[src/rtl/clk_div_pkg.sv]
// Shared types for the clock divider bank: per-channel config record, lock FSM
// state encoding and the effective-divide helper.
package clk_div_pkg;

   localparam int CFG_W = 16;

   typedef struct packed {
      logic [CFG_W-1:0] div;
      logic [CFG_W-1:0] high;
      logic [CFG_W-1:0] phase;
   } cfg_t;

   typedef enum logic {
      ST_SETTLE = 1'b0,
      ST_LOCKED = 1'b1
   } lock_state_t;

   // A programmed divide of zero behaves as divide-by-one.
   function automatic logic [CFG_W-1:0] eff_div(input logic [CFG_W-1:0] d);
      return (d == '0) ? CFG_W'(1) : d;
   endfunction

endpackage

[src/rtl/clk_div_bank_if.sv]
// Configuration request channel of the clock divider bank (valid/ready).
interface clk_div_bank_if #(
   parameter int CNT_W = 16
) ();

   logic             cfg_valid;
   logic             cfg_ready;
   logic [3:0]       cfg_chan;
   logic [CNT_W-1:0] cfg_div;
   logic [CNT_W-1:0] cfg_high;
   logic [CNT_W-1:0] cfg_phase;

   modport master (
      output cfg_valid, cfg_chan, cfg_div, cfg_high, cfg_phase,
      input  cfg_ready
   );

   modport slave (
      input  cfg_valid, cfg_chan, cfg_div, cfg_high, cfg_phase,
      output cfg_ready
   );

endinterface

[src/rtl/clk_div_chan.sv]
// One divider channel: free-running counter, shadow config applied at the
// period boundary (or on resync) and registered clock / strobe outputs.
module clk_div_chan
   import clk_div_pkg::*;
#(
   parameter int DEF_DIV   = 2,
   parameter int DEF_HIGH  = 1,
   parameter int DEF_PHASE = 0
) (
   input  logic refclk,
   input  logic rst,
   input  logic wr_en,
   input  cfg_t wr_cfg,
   input  logic resync,
   output logic outclk,
   output logic outclk_stb,
   output logic pending,
   output logic applied
);

   localparam cfg_t DEF_CFG = '{div:   CFG_W'(DEF_DIV),
                                high:  CFG_W'(DEF_HIGH),
                                phase: CFG_W'(DEF_PHASE)};

   cfg_t             act;
   cfg_t             shd;
   cfg_t             nxt;
   logic [CFG_W-1:0] cnt;
   logic [CFG_W-1:0] de;
   logic [CFG_W-1:0] nde;
   logic             wrap;

   always_comb begin
      de   = eff_div(act.div);
      wrap = (cnt == de - CFG_W'(1));
      nxt  = pending ? shd : act;
      nde  = eff_div(nxt.div);
   end

   // Applying only at the last count of the old period keeps every period whole.
   assign applied = pending & wrap;

   always_ff @(posedge refclk or posedge rst) begin
      if (rst) begin
         act        <= DEF_CFG;
         shd        <= DEF_CFG;
         cnt        <= CFG_W'(DEF_PHASE);
         pending    <= 1'b0;
         outclk     <= 1'b0;
         outclk_stb <= 1'b0;
      end else begin
         outclk     <= (cnt < act.high);
         outclk_stb <= (cnt == '0);
         if (resync) begin
            act     <= nxt;
            cnt     <= (nxt.phase < nde) ? nxt.phase : '0;
            pending <= 1'b0;
         end else if (applied) begin
            act     <= shd;
            cnt     <= '0;
            pending <= 1'b0;
         end else begin
            cnt <= wrap ? '0 : cnt + CFG_W'(1);
         end
         // A request in the resync cycle lands after it and stays pending.
         if (wr_en) begin
            shd     <= wr_cfg;
            pending <= 1'b1;
         end
      end
   end

endmodule

[src/rtl/clk_div_bank.sv]
// Bank of runtime-reconfigurable clock dividers with a shared lock tracker.
//   state     | meaning
//   ST_SETTLE | settle timer counting down after reset, config apply or resync
//   ST_LOCKED | every channel has run unchanged for LOCK_CYCLES cycles
module clk_div_bank
   import clk_div_pkg::*;
#(
   parameter int NUM_CLOCKS  = 5,
   parameter int CNT_W       = CFG_W,
   parameter int LOCK_CYCLES = 1024,
   parameter int DEF_DIV     = 2,
   parameter int DEF_HIGH    = 1,
   parameter int DEF_PHASE   = 0
) (
   input  logic                  refclk,
   input  logic                  rst,
   clk_div_bank_if.slave         cfg,
   input  logic                  resync,
   output logic [NUM_CLOCKS-1:0] outclk,
   output logic [NUM_CLOCKS-1:0] outclk_stb,
   output logic                  locked,
   output logic [NUM_CLOCKS-1:0] cfg_pending
);

   localparam int SW = $clog2(LOCK_CYCLES + 1);

   logic [CNT_W-1:0]      wr_div;
   logic [CNT_W-1:0]      wr_high;
   logic [CNT_W-1:0]      wr_phase;
   cfg_t                  wr_cfg;
   logic [15:0]           pend_pad;
   logic                  accept;
   logic [NUM_CLOCKS-1:0] applied;
   logic                  evt;
   lock_state_t           state;
   lock_state_t           state_nxt;
   logic [SW-1:0]         settle;
   logic [SW-1:0]         settle_nxt;

   assign wr_div   = cfg.cfg_div;
   assign wr_high  = cfg.cfg_high;
   assign wr_phase = cfg.cfg_phase;
   assign wr_cfg   = '{div: CFG_W'(wr_div), high: CFG_W'(wr_high), phase: CFG_W'(wr_phase)};

   // Unused channel slots read as never pending, so out-of-range requests are taken and dropped.
   assign pend_pad      = 16'(cfg_pending);
   assign cfg.cfg_ready = ~pend_pad[cfg.cfg_chan];
   assign accept        = cfg.cfg_valid & cfg.cfg_ready;

   for (genvar i = 0; i < NUM_CLOCKS; i++) begin : g_chan
      clk_div_chan #(
         .DEF_DIV   (DEF_DIV),
         .DEF_HIGH  (DEF_HIGH),
         .DEF_PHASE (DEF_PHASE)
      ) u_chan (
         .refclk     (refclk),
         .rst        (rst),
         .wr_en      (accept && (cfg.cfg_chan == 4'(i))),
         .wr_cfg     (wr_cfg),
         .resync     (resync),
         .outclk     (outclk[i]),
         .outclk_stb (outclk_stb[i]),
         .pending    (cfg_pending[i]),
         .applied    (applied[i])
      );
   end

   assign evt = resync | (|applied);

   always_ff @(posedge refclk or posedge rst) begin
      if (rst) begin
         state  <= ST_SETTLE;
         settle <= SW'(LOCK_CYCLES - 1);
         locked <= 1'b0;
      end else begin
         state  <= state_nxt;
         settle <= settle_nxt;
         locked <= (state == ST_LOCKED);
      end
   end

   always_comb begin
      state_nxt  = state;
      settle_nxt = settle;
      if (evt) begin
         state_nxt  = ST_SETTLE;
         settle_nxt = SW'(LOCK_CYCLES - 1);
      end else begin
         case (state)
            ST_SETTLE: begin
               if (settle == '0) state_nxt = ST_LOCKED;
               else              settle_nxt = settle - SW'(1);
            end
            ST_LOCKED: ;
            default:   state_nxt = ST_SETTLE;
         endcase
      end
   end

endmodule

[src/flat_wrapper.sv]
// flat-port wrapper written by rule: the top's interface ports become plain ports
module clk_div_bank_flat import clk_div_pkg::*;
#(
   parameter int NUM_CLOCKS  = 5,
   parameter int CNT_W       = CFG_W,
   parameter int LOCK_CYCLES = 1024,
   parameter int DEF_DIV     = 2,
   parameter int DEF_HIGH    = 1,
   parameter int DEF_PHASE   = 0
)
  (refclk, rst, resync, outclk, outclk_stb, locked, cfg_pending, cfg_cfg_valid, cfg_cfg_chan, cfg_cfg_div, cfg_cfg_high, cfg_cfg_phase, cfg_cfg_ready);
  clk_div_bank_if #(.CNT_W(CNT_W)) cfg_i ();
  input  logic refclk;
  input  logic rst;
  input  logic resync;
  output logic [NUM_CLOCKS-1:0] outclk;
  output logic [NUM_CLOCKS-1:0] outclk_stb;
  output logic locked;
  output logic [NUM_CLOCKS-1:0] cfg_pending;
  input wire logic [$bits(cfg_i.cfg_valid)-1:0] cfg_cfg_valid;
  input wire logic [$bits(cfg_i.cfg_chan)-1:0] cfg_cfg_chan;
  input wire logic [$bits(cfg_i.cfg_div)-1:0] cfg_cfg_div;
  input wire logic [$bits(cfg_i.cfg_high)-1:0] cfg_cfg_high;
  input wire logic [$bits(cfg_i.cfg_phase)-1:0] cfg_cfg_phase;
  output wire logic [$bits(cfg_i.cfg_ready)-1:0] cfg_cfg_ready;
  assign cfg_i.cfg_valid = cfg_cfg_valid;
  assign cfg_i.cfg_chan = cfg_cfg_chan;
  assign cfg_i.cfg_div = cfg_cfg_div;
  assign cfg_i.cfg_high = cfg_cfg_high;
  assign cfg_i.cfg_phase = cfg_cfg_phase;
  assign cfg_cfg_ready = cfg_i.cfg_ready;
  clk_div_bank #(.NUM_CLOCKS(NUM_CLOCKS), .CNT_W(CNT_W), .LOCK_CYCLES(LOCK_CYCLES), .DEF_DIV(DEF_DIV), .DEF_HIGH(DEF_HIGH), .DEF_PHASE(DEF_PHASE)) u_core (.refclk(refclk), .rst(rst), .cfg(cfg_i), .resync(resync), .outclk(outclk), .outclk_stb(outclk_stb), .locked(locked), .cfg_pending(cfg_pending));
endmodule
[config.mk]
export PLATFORM = sky130hd
export DESIGN_NAME = clk_div_bank_flat
export DESIGN_NICKNAME = d
export VERILOG_FILES = /design/src/rtl/clk_div_pkg.sv /design/src/rtl/clk_div_bank_if.sv /design/src/rtl/clk_div_chan.sv /design/src/rtl/clk_div_bank.sv /design/src/flat_wrapper.sv
export SDC_FILE = /design/constraint.sdc
export NUM_CORES = 2
export LEC_CHECK = 0
export ABC_AREA = 1
export BUFFER_PORTS_ARGS = -buffer_cell sky130_fd_sc_hd__buf_2
export CORE_MARGIN = 5
export CORE_UTILIZATION = 40
export DETAILED_ROUTE_END_ITERATION = 10
export GPL_TIMING_DRIVEN = 0
export PLACE_DENSITY = 0.57
export SYNTH_ARGS = -nofsm -noshare
export SYNTH_HDL_FRONTEND = slang
export SYNTH_SLANG_ARGS = --single-unit
[constraint.sdc]
create_clock -name refclk -period 16.9 [get_ports refclk]
set_clock_uncertainty 0.15 [all_clocks]
set_input_delay 1.69 -clock refclk [delete_from_list [all_inputs] [get_ports refclk]]
set_output_delay 1.69 -clock refclk [all_outputs]
set_load 0.01 [all_outputs]
==> impl_metrics.csv <==
group,metric,value,unit
status,status,"finished, final reports clean",
global_routing,grt_antenna_before_repair,14,
critical_path,endpoint,"u_core.g_chan[4].u_chan.act[0]",
critical_path,critical_path_required,17.29,ns
clocking,cts-buffers-inserted,71,
critical_path,reg2regPathDepth,15,
logic_synthesis,synth_nets,4895,
logic_synthesis,yosys.area.top_type_share,0.403,
route,via_per_inst,5.30,
logic_synthesis,synth-seq-cells,588,
route,drtIter0Drc,3096,
die,die-height,304,um
die,ios,73,
logic_synthesis,avgSynthCellArea,7.41,um^2
global_routing,grt.overflow.total,0,
sta,fmax,228,MHz
critical_path,r2r-end,"u_core.g_chan[4].u_chan.cnt[14]",
sta,min_period_over_period,0.260,
clocking,clk_path_buf_depth,3,
route,drt-wirelength-per-cell,20.1,um
critical_path,r2r_start,"u_core.g_chan[4].u_chan.pending",
critical_path,crit_family,"buffers and inverters",
global_routing,track_usage,0.256,
route,dr.pass1.iters,6,
sta,rsz0062_at_grt,"no",
critical_path,cp.depth,8,
die,die_w,304,um
die,coreArea,86300,um^2
logic_synthesis,synth_edf_count,0,
place,gp_congestion,0.932,
cells_and_area,stdcell_count,6052,
logic_synthesis,yosysSeqAreaShare,0.426,
route,drt_wl_total,122,mm
cells_and_area,n_fill_cell,8823,
logic_synthesis,netlist_instances,4673,
worst_hold_path,min_path_type,"flip-flop to flip-flop",
clocking,ctsHoldBuffers,0,
critical_path,critPathBufInv,6,
place,hpwlAfterDp,93.7,mm
critical_path,crit_fanout,10,
sta,setup_violations,0,
clocking,postCtsResizedCells,0,
cells_and_area,fin_nets,5058,
critical_path,max_stage_delay,0.67,ns
global_routing,grt_pass1_wl,185,mm
logic_synthesis,ys_warn_count,0,
global_routing,grt_pass1_vias,30800,
power,power.density,134,nW/um^2
sta,worst_pin_slew,1.18,ns
critical_path,crit_chain,"buf_2 -> inv_1 -> buf_2 -> buf_2 -> clkbuf_1 -> buf_1 -> nand3_1 -> nand2_1",
clocking,cts_root_buffer,"clkbuf_16",
logic_synthesis,synth.area.top_cells,"dfrtp_1, nand2_1, o21ai_0, ha_1, inv_1",
critical_path,reg2reg_slack,12.81,ns
route,drc,0,
critical_path,start_kind,"primary input",
logic_synthesis,netlist_area,34600,um^2
place,portBuffers,72,
logic_synthesis,ys.flop_type,"dfrtp_1",
power,irDropWorstVdd,0.0000876,V
clocking,clk_pin_slew,0.06,ns
power,power_leakage,0.0196,uW
critical_path,crit_slowest_cell,"buf_1",
clocking,cts_tree,"done",
route,num_vias,32100,
sta,hold_violations,0,
die,dieArea,92600,um^2
cells_and_area,drive_gt1_frac,0.0881,
logic_synthesis,synth_cell_types,55,
critical_path,critPathCaptureType,"flip-flop",
critical_path,critPathLaunch,"resync",
clocking,h-tree-depth,3,
route,antenna_left,0,
die,core.rowCount,108,
clocking,cts_sinks,588,
die,initial_core_util,0.401,
cells_and_area,syn2layout_area_growth,13.0,%
logic_synthesis,yosys.area.top_type,"dfrtp_1",
global_routing,grt_max_degree,42,
clocking,cts_setup_buffers,0,
flow_run,max_cap_violations,0,
logic_synthesis,ys_async_sr_fraction,1.00,
critical_path,critPathKind,"primary input to flip-flop",
critical_path,crit_top_cell,"buf_2",
sta,fin_crit,4.39,ns
clocking,insertion_delay,0.64,ns
sta,tns,0,ns
sta,maxSlewHeadroom,0.216,
power,total_power,5230,uW
place,dp.cells,5917,
critical_path,arrival,4.78,ns
sta,maxSlewViolCount,0,
where the power goes:
group | internal [uW] | leakage [uW] | switching [uW]
combinational | 626 | 0.0110 | 1050
clock | 895 | 0.00112 | 642
sequential | 1720 | 0.00750 | 296
cell families after synthesis:
kind of cell             Yosys count  share of synthesized area
multiplexers                       1                   0.000289
AO/OA/AOI/OAI                    828                      0.125
buffers and inverters            774                     0.0921
flip-flops                       588                      0.426
XOR/XNOR                          82                     0.0239
adder cells (fa/ha/maj)          166                     0.0600
AND/OR/NAND/NOR                 2234                      0.273
worst register-to-register path: stages (launching register included):
cell	delay, ns
dfrtp_1	0.38
buf_2	0.31
buf_2	0.31
clkbuf_1	0.47
buf_1	0.42
nand2_1	0.10
o21ai_0	0.12
inv_1	0.09
ha_1	0.31
a21oi_1	0.15
nor2_1	0.05
a211oi_1	0.20
o221a_2	0.32
clkbuf_1	0.34
nand3_1	0.20
nand2_1	0.10
cells in the mapped netlist (26+ instances only):
library cell and instances:
nand2_1 1300, o21ai_0 624, dfrtp_1 558, inv_1 551, nand3_1 368, nor2_1 352
ha_1 166, a21oi_1 107, clkbuf_1 94, nand4_1 73, buf_2 57, xor2_1 49
o21ai_1 41, buf_4 37, nor3_1 31, dfstp_2 30, or2_2 26
metal layers:
| metal | vias to the layer above | wire (um) | GRT usage | share of wire |
|---|---|---|---|---|
| met4 | 8 | 5440 | 0.108 | 0.045 |
| met2 | 1130 | 53800 | 0.399 | 0.44 |
| met3 | 246 | 8440 | 0.0374 | 0.069 |
| li1 | 15400 | - | - | - |
| met5 | - | 61 | 0 | 0.00050 |
| met1 | 15300 | 53900 | 0.359 | 0.44 |
final cells by class:
| type | instances | area [um^2] | share of cell area |
|---|---|---|---|
| clock buffers | 106 | 2060 | 0.0526 |
| clock inverters | 23 | 259 | 0.00662 |
| flip-flops and latches | 588 | 14800 | 0.377 |
| plain buffers | 211 | 1080 | 0.0275 |
| multi-input cells | 3311 | 16700 | 0.427 |
| well taps | 1155 | 1450 | 0.0369 |
| inverters | 563 | 2120 | 0.0541 |
| repair buffers | 90 | 706 | 0.0180 |
| diodes | 5 | 12.5 | 0.000320 |
metrics by stage:
stage / cell area (um^2) / hold slack (ns) / util / setup WS (ns)
after floorplan: 34600 / 0.219 / - / 7.07
after global placement: 36400 / 0.300 / 0.422 / 3.22
after detailed placement: 36800 / 0.307 / 0.426 / 12.00
after CTS: 39100 / 0.317 / 0.453 / 12.45
after global routing: 39100 / 0.331 / 0.453 / 12.43
final: 39100 / 0.311 / 0.453 / 12.51
worst min path at each step:
stage	from	endpoint	cells after the start
6_report	u_core.g_chan[3].u_chan.act[16]	u_core.g_chan[3].u_chan.act[16]	2
3_3_place_gp	u_core.g_chan[3].u_chan.act[16]	u_core.g_chan[3].u_chan.act[16]	2
2_1_floorplan	u_core.state	u_core.locked	0
5_1_grt	u_core.g_chan[3].u_chan.act[16]	u_core.g_chan[3].u_chan.act[16]	2
3_5_place_dp	u_core.g_chan[4].u_chan.act[16]	u_core.g_chan[4].u_chan.act[16]	2
4_1_cts	u_core.g_chan[3].u_chan.act[16]	u_core.g_chan[3].u_chan.act[16]	2
cell usage in the layout, fill, tap and decap left out, types with 30 or more instances in the layout:
| master | n |
|---|---|
| nor2_1 | 352 |
| o21ai_0 | 624 |
| a21oi_1 | 107 |
| o21ai_1 | 41 |
| xor2_1 | 49 |
| nand4_1 | 73 |
| ha_1 | 166 |
| dfstp_2 | 30 |
| nand2_1 | 1300 |
| clkbuf_1 | 115 |
| nand3_1 | 368 |
| buf_4 | 37 |
| buf_2 | 130 |
| clkbuf_16 | 72 |
| nor3_1 | 31 |
| dfrtp_1 | 558 |
| inv_1 | 550 |
registers in the layout (all words and copies together), names as in the netlist:
| register | cells |
|---|---|
| u_core.settle | 11 |
| u_core.state | 1 |
| u_core.g_chan.u_chan.outclk_stb | 5 |
| u_core.g_chan.u_chan.cnt | 80 |
| u_core.locked | 1 |
| u_core.g_chan.u_chan.outclk | 5 |
| u_core.g_chan.u_chan.shd | 240 |
| u_core.g_chan.u_chan.pending | 5 |
| u_core.g_chan.u_chan.act | 240 |
Note: power is estimated with default switching activity, not from simulation.
